## config.mk

```make
export PLATFORM = sky130hd
export DESIGN_NAME = sar_result_averager
export DESIGN_NICKNAME = d
export VERILOG_FILES = /design/src/rtl/sar_result_averager.sv
export SDC_FILE = /design/constraint.sdc
export NUM_CORES = 1
export LEC_CHECK = 0
export ABC_AREA = 1
export CAP_MARGIN = 20
export CORE_UTILIZATION = 40
export CTS_BUF_LIST = sky130_fd_sc_hd__clkbuf_16
export DETAILED_ROUTE_END_ITERATION = 8
export SLEW_MARGIN = 30
export SYNTH_ARGS = -nofsm -noshare
export SYNTH_HDL_FRONTEND = slang
export SYNTH_SLANG_ARGS = --single-unit
```

## constraint.sdc

```tcl
create_clock -name clk -period 2.32 [get_ports clk]
set_input_delay 0.232 -clock clk [delete_from_list [all_inputs] [get_ports clk]]
set_output_delay 0.232 -clock clk [all_outputs]
set_load 0.005 [all_outputs]
```

## src/rtl/sar_result_averager.sv

```systemverilog
// Block averager for SAR conversion results: sums 2^LOG2_N codes captured on
// conversion-done pulses and hands the truncated mean out through a one-entry valid/ready register.
module sar_result_averager #(
    parameter int DATA_W = 8,
    parameter int LOG2_N = 3
) (
    input  logic                                 clk,
    input  logic                                 reset_n,
    input  logic                                 sample_pulse,
    input  logic [DATA_W-1:0]                    sample_data,
    input  logic                                 clear,
    output logic [DATA_W-1:0]                    avg_data,
    output logic                                 avg_valid,
    input  logic                                 avg_ready,
    output logic [((LOG2_N < 1) ? 1 : LOG2_N)-1:0] sample_count,
    output logic                                 overrun
);

    localparam int CNT_W = (LOG2_N < 1) ? 1 : LOG2_N;
    localparam int ACC_W = DATA_W + LOG2_N;
    localparam logic [CNT_W-1:0] CNT_LAST = CNT_W'((1 << LOG2_N) - 1);

    typedef enum logic {
        EMPTY = 1'b0,
        FULL  = 1'b1
    } out_state_e;

    out_state_e        state_q, state_d;
    logic [ACC_W-1:0]  acc_q, acc_d;
    logic [CNT_W-1:0]  cnt_q, cnt_d;
    logic [DATA_W-1:0] avg_data_q, avg_data_d;
    logic              overrun_q, overrun_d;

    logic [ACC_W-1:0]  sum;
    logic              block_done;
    logic [DATA_W-1:0] result;

    // Dropping the low LOG2_N bits is the divide by N; no rounding.
    function automatic logic [DATA_W-1:0] trunc_mean(input logic [ACC_W-1:0] total);
        return total[ACC_W-1:LOG2_N];
    endfunction

    always_comb begin
        sum        = acc_q + ACC_W'(sample_data);
        block_done = sample_pulse && (cnt_q == CNT_LAST);
        result     = trunc_mean(sum);
    end

    always_comb begin
        acc_d      = acc_q;
        cnt_d      = cnt_q;
        state_d    = state_q;
        avg_data_d = avg_data_q;
        overrun_d  = overrun_q;

        if (clear) begin
            acc_d      = '0;
            cnt_d      = '0;
            state_d    = EMPTY;
            avg_data_d = '0;
            overrun_d  = 1'b0;
        end else begin
            if (sample_pulse) begin
                if (block_done) begin
                    acc_d = '0;
                    cnt_d = '0;
                end else begin
                    acc_d = sum;
                    cnt_d = cnt_q + CNT_W'(1);
                end
            end

            unique case (state_q)
                EMPTY: begin
                    if (block_done) begin
                        avg_data_d = result;
                        state_d    = FULL;
                    end
                end
                FULL: begin
                    // A completion arriving while the old value is being
                    // consumed replaces it cleanly; only a blocked one is lost.
                    if (block_done && avg_ready) begin
                        avg_data_d = result;
                    end else if (block_done) begin
                        overrun_d = 1'b1;
                    end else if (avg_ready) begin
                        state_d = EMPTY;
                    end
                end
                default: state_d = EMPTY;
            endcase
        end
    end

    always_ff @(posedge clk or negedge reset_n) begin
        if (!reset_n) begin
            state_q    <= EMPTY;
            acc_q      <= '0;
            cnt_q      <= '0;
            avg_data_q <= '0;
            overrun_q  <= 1'b0;
        end else begin
            state_q    <= state_d;
            acc_q      <= acc_d;
            cnt_q      <= cnt_d;
            avg_data_q <= avg_data_d;
            overrun_q  <= overrun_d;
        end
    end

    assign avg_data     = avg_data_q;
    assign avg_valid    = (state_q == FULL);
    assign sample_count = cnt_q;
    assign overrun      = overrun_q;

endmodule

```

Word level (Yosys, flattened, before mapping). Index checks and enable logic that the tools add are counted.

Flip-flop bits (word level): 24. Input port bits: 13. Output and inout bits: 13. Logic and storage cells: 39.

Add/sub/neg operators: 2. Equal/unequal tests: 4. Muxes and demuxes: 20. Bitwise gates (word level): 1. Reductions and logical operators: 7.

Operators with widths (count): $mux W11 (3); $mux W8 (3); $pmux W8 S2 (1); $add A11 B8 Y11 (1); $mux W1 (9); $mux W3 (3); $reduce_bool A2 Y1 (3); $add A3 B1 Y3 const B (1); $eq A3 B3 Y1 const B (1); $ne A3 B2 Y1 const B (1); $ne A3 B3 Y1 const B (1); $reduce_and A3 Y1 (1); $logic_and A1 B1 Y1 (2); $ne A2 B2 Y1 const B (1); $pmux W1 S2 (1); $reduce_and A2 Y1 (1); $not A1 Y1 (1).

Logic depth before layout (Yosys ltp).
Depth after elaboration: 6. Mapped depth: 11. Depth with buffers taken out: 11.

Worst setup path before layout. No wires, ideal clock.

Path type: reg2reg. Start: register acc_q[0]. End: register acc_q[6]. Library setup time: 0.117 ns. Arrival: 1.534 ns. Required time: 2.203 ns. Path slack: 0.669 ns. Stages on the path, launching flop included: 11. Path buffers: 0. Clock period less this slack: 1.651 ns. Cells stage by stage: dfrtp_1 > ha_1 > fa_1 > nand2_1 > inv_1 > nand2_1 > nand3_1 > nand2_1 > nand3b_1 > nand3_1 > nand2_1.

Cells in the longest elaborated chain, start to end: 4.

RTL lines: start, declared (RTL line 29) `logic [ACC_W-1:0] acc_q, acc_d;`; start signal, assigned (RTL line 99) `acc_q <= '0;`; start signal, assigned (RTL line 105) `acc_q <= acc_d;`; $add A11 B8 Y11 (RTL line 44) `sum = acc_q + ACC_W'(sample_data);`; $mux W11 (RTL line 64) `if (block_done) begin`; $mux W11 (RTL line 63) `if (sample_pulse) begin`; $mux W11 (RTL line 56) `if (clear) begin`.

No other way between the ends. The select of a mux whose other input is x is not followed. A chain may end at the register's enable or synchronous reset.

Worst setup path in the final report.
Start: input port sample_data[0]. End: register acc_q[4].

Cells in the longest elaborated chain, start to end: 4.

RTL lines: start, declared (RTL line 10) `input logic [DATA_W-1:0] sample_data,`; $add A11 B8 Y11 (RTL line 44); $mux W11 (RTL line 64); $mux W11 (RTL line 63); $mux W11 (RTL line 56).

No other way between the ends. The select of a mux whose other input is x is not followed.

==> metrics.txt <==
run status=complete, no violations; CP Max Fanout=3; DRT Wirelength=roughly 3300 um; post-synthesis sequential area ratio=0.417; CTS root buffer=clkbuf_16; input/output buffers=25; post-CTS sizing=0; count of different cell masters after synthesis=22; syn nets=between 200 and 250; Worst IR Drop VDD=roughly 0.35 mV; Setup Skew=0.00302 ns; fillers=about 330; Final min period=about 1.8 ns; synthesized flop and latch total=24; leakage=roughly 0.99 nW; CP Launch Type=primary input; synth top area cells=dfrtp_1, nand2_1, ha_1, nand3_1, inv_1; Post CTS Setup Buffer Count=0; final slew viol count=0; Least-Margin Pin Slew=roughly 0.5 ns; worst r2r path cells=8; die area=just under 4000 um^2; first-pass GRT wire length=about 5600 um; critical path's top delay family=adder cells; fin cells=259; unrepaired setup endpoints after global routing=no; cell count after placement=255; routability cong.=0.862; maxcap violations=0; Vias per Instance=just under 5; crit end category=register; initial antenna violation count=0; most frequent cells in the layout=nand2_1, clkdlybuf4s50_1, dfrtp_1, nand3_1; num rows=21; TritonCTS clock tree=yes; Yosys warning count=0; CTS max path bufs=2; Clock Latency Late Sink=0.26 ns; Worst Hold Class=primary input to asynchronous set/reset pin; cts hold-fix bufs=0; Final Util=0.550; Setup violations, final=0; Slew HR=0.664; DR vias=roughly 1300; critical path's largest stage delay=around 0.41 ns; dpl cell area=between 1500 and 2000 um^2; fin area=1860 um^2; DRT Pass-1 Iters=4; CP Class=primary input to register; fmax=around 550 MHz; Iteration-0 DRC Markers=50; cell mode on critical path=nand2_1; DRC Markers=0; Arrival @ worst endpoint=about 2 ns; crit path max-delay cell type=fa_1; Yosys top cell by area=dfrtp_1; largest net degree at the start of global routing=25; R2R Path End=acc_q[4]$_DFFE_PN0P_; initial core utilization=0.425; Reg clk slew, reported paths=~0.060 ns; Inserted Clock Buffers=3; vias in the first global route=around 1300; io pins=26; Syn Inst Count=between 150 and 200; core box area=approximately 3400 um^2; nets=~240; H-tree depth=1; r2r startpoint=acc_q[0]$_DFFE_PN0P_; dpl ws=around 0.23 ns; crit path buf inv count=2; average wire per standard cell=12.6 um; commonest non-fill, non-tap cell in the layout=nand2_1; Worst EP required=between 2 and 2.5 ns; share of the synthesized area in the top cell type=0.417; CP Cell Sequence=clkdlybuf4s50_1, ha_1, fa_1, nand2_1, inv_1, nand2_1, nand3_1, xnor2_1, o21ai_0; syn_area_per_cell=7.87 um^2; crit share post-route=0.787; GRT Total Usage=0.208; die extent in y=62 um; final worst slack=between 0.4 and 0.5 ns; antenna cells=0; antenna-violating nets left=0; setup TNS=0 ns; HPWL after DPL=between 2000 and 3000 um; Die W=about 62 um; Synth Cell Area=roughly 1400 um^2; power density over cell area=around 700 nW/um^2; Layout area overhead=29.4%; GRT overflow=0; ratio of cells with drive above 1 in the final layout=0.0704; CTS Sinks=24; reg-to-reg setup timing slack=approximately 0.51 ns; Hold Violations, Final=0
[power by group]
part	internal (W)	leakage, nW	switching [W]	total, W
logic	0.000143	0.614	0.000172	0.000315
clock network	0.000343	0.0511	0.000153	0.000497
registers	0.000461	0.322	0.0000270	0.000488
total	0.000947	0.987	0.000352	0.00130
[cell usage after synthesis]
library cell   n
nand2_1       73
dfrtp_1       24
nand3_1       21
inv_1         12
nor2_1        12
ha_1          10
o21ai_0        5
a22o_1         3
inv_2          3
nand3b_1       3
a21oi_1        2
nand2_4        2
nand4_1        2
o21ai_2        2
xnor2_1        2
a21boi_0       1
buf_2          1
fa_1           1
nand3b_4       1
nor2_4         1
o21bai_1       1
o41ai_1        1
[cells by family (layout without fill, tap and decap cells)]
kind of cell / after synthesis / in the layout / synth area share
compound gates: 15 / 15 / 0.0713
xor+xnor: 2 / 2 / 0.0122
fa+ha+maj: 11 / 11 / 0.101
buf+inv: 16 / 46 / 0.0426
flops: 24 / 24 / 0.417
simple gates: 115 / 115 / 0.356
[worst reg2reg max path: cells and delay by family (launching register included)]
kind,cells,cell delay [ns]
AND/OR/NAND/NOR,3,0.26
XOR/XNOR,1,0.26
adder cells (fa/ha/maj),2,0.63
buffers and inverters,1,0.05
flip-flops,1,0.38
AO/OA/AOI/OAI,1,0.11
[worst max path at each step]
| stage | startpoint | endpoint | slack [ns] | cells after the start |
|---|---|---|---|---|
| after floorplan | acc_q[0]$_DFFE_PN0P_ | acc_q[6]$_DFFE_PN0P_ | 0.67 | 10 |
| after global placement | sample_data[0] | acc_q[4]$_DFFE_PN0P_ | 0.27 | 9 |
| after detailed placement | sample_data[0] | acc_q[4]$_DFFE_PN0P_ | 0.23 | 9 |
| after CTS | sample_data[0] | acc_q[4]$_DFFE_PN0P_ | 0.50 | 9 |
| after global routing | acc_q[0]$_DFFE_PN0P_ | acc_q[4]$_DFFE_PN0P_ | 0.36 | 8 |
| final | sample_data[0] | acc_q[4]$_DFFE_PN0P_ | 0.49 | 9 |
[per-layer routing]
metal,vias up,share of wire,track usage,wire length (um)
li1,655,-,-,-
met1,578,0.44,0.253,1450
met2,30,0.50,0.350,1620
met3,6,0.039,0.0476,127
met4,0,0.019,0.0952,63
met5,-,0,0,0
[cell type report]
type / count / area, um^2 / area share
well taps: 46 / 57.6 / 0.0309
repair buffers: 27 / 265 / 0.142
flip-flops and latches: 24 / 601 / 0.322
clock buffers: 3 / 75.1 / 0.0403
clock inverters: 1 / 30.0 / 0.0161
multi-input cells: 143 / 778 / 0.418
inverters: 15 / 56.3 / 0.0302
[registers in the layout, summed over array words and instances, names as in the netlist]
register	flops
acc_q	11
avg_data	8
sample_count	3
avg_valid	1
overrun	1
[stage by stage]
stage / hold slack (ns) / power, W
after detailed placement: 0.469 / 0.000811
after CTS: 0.338 / 0.00131
after global routing: 0.382 / 0.00138
after floorplan: -0.0636 / 0.000684
after global placement: 0.465 / 0.000806
final: 0.328 / 0.00130
No activity file was read; power rests on OpenSTA's default activity.
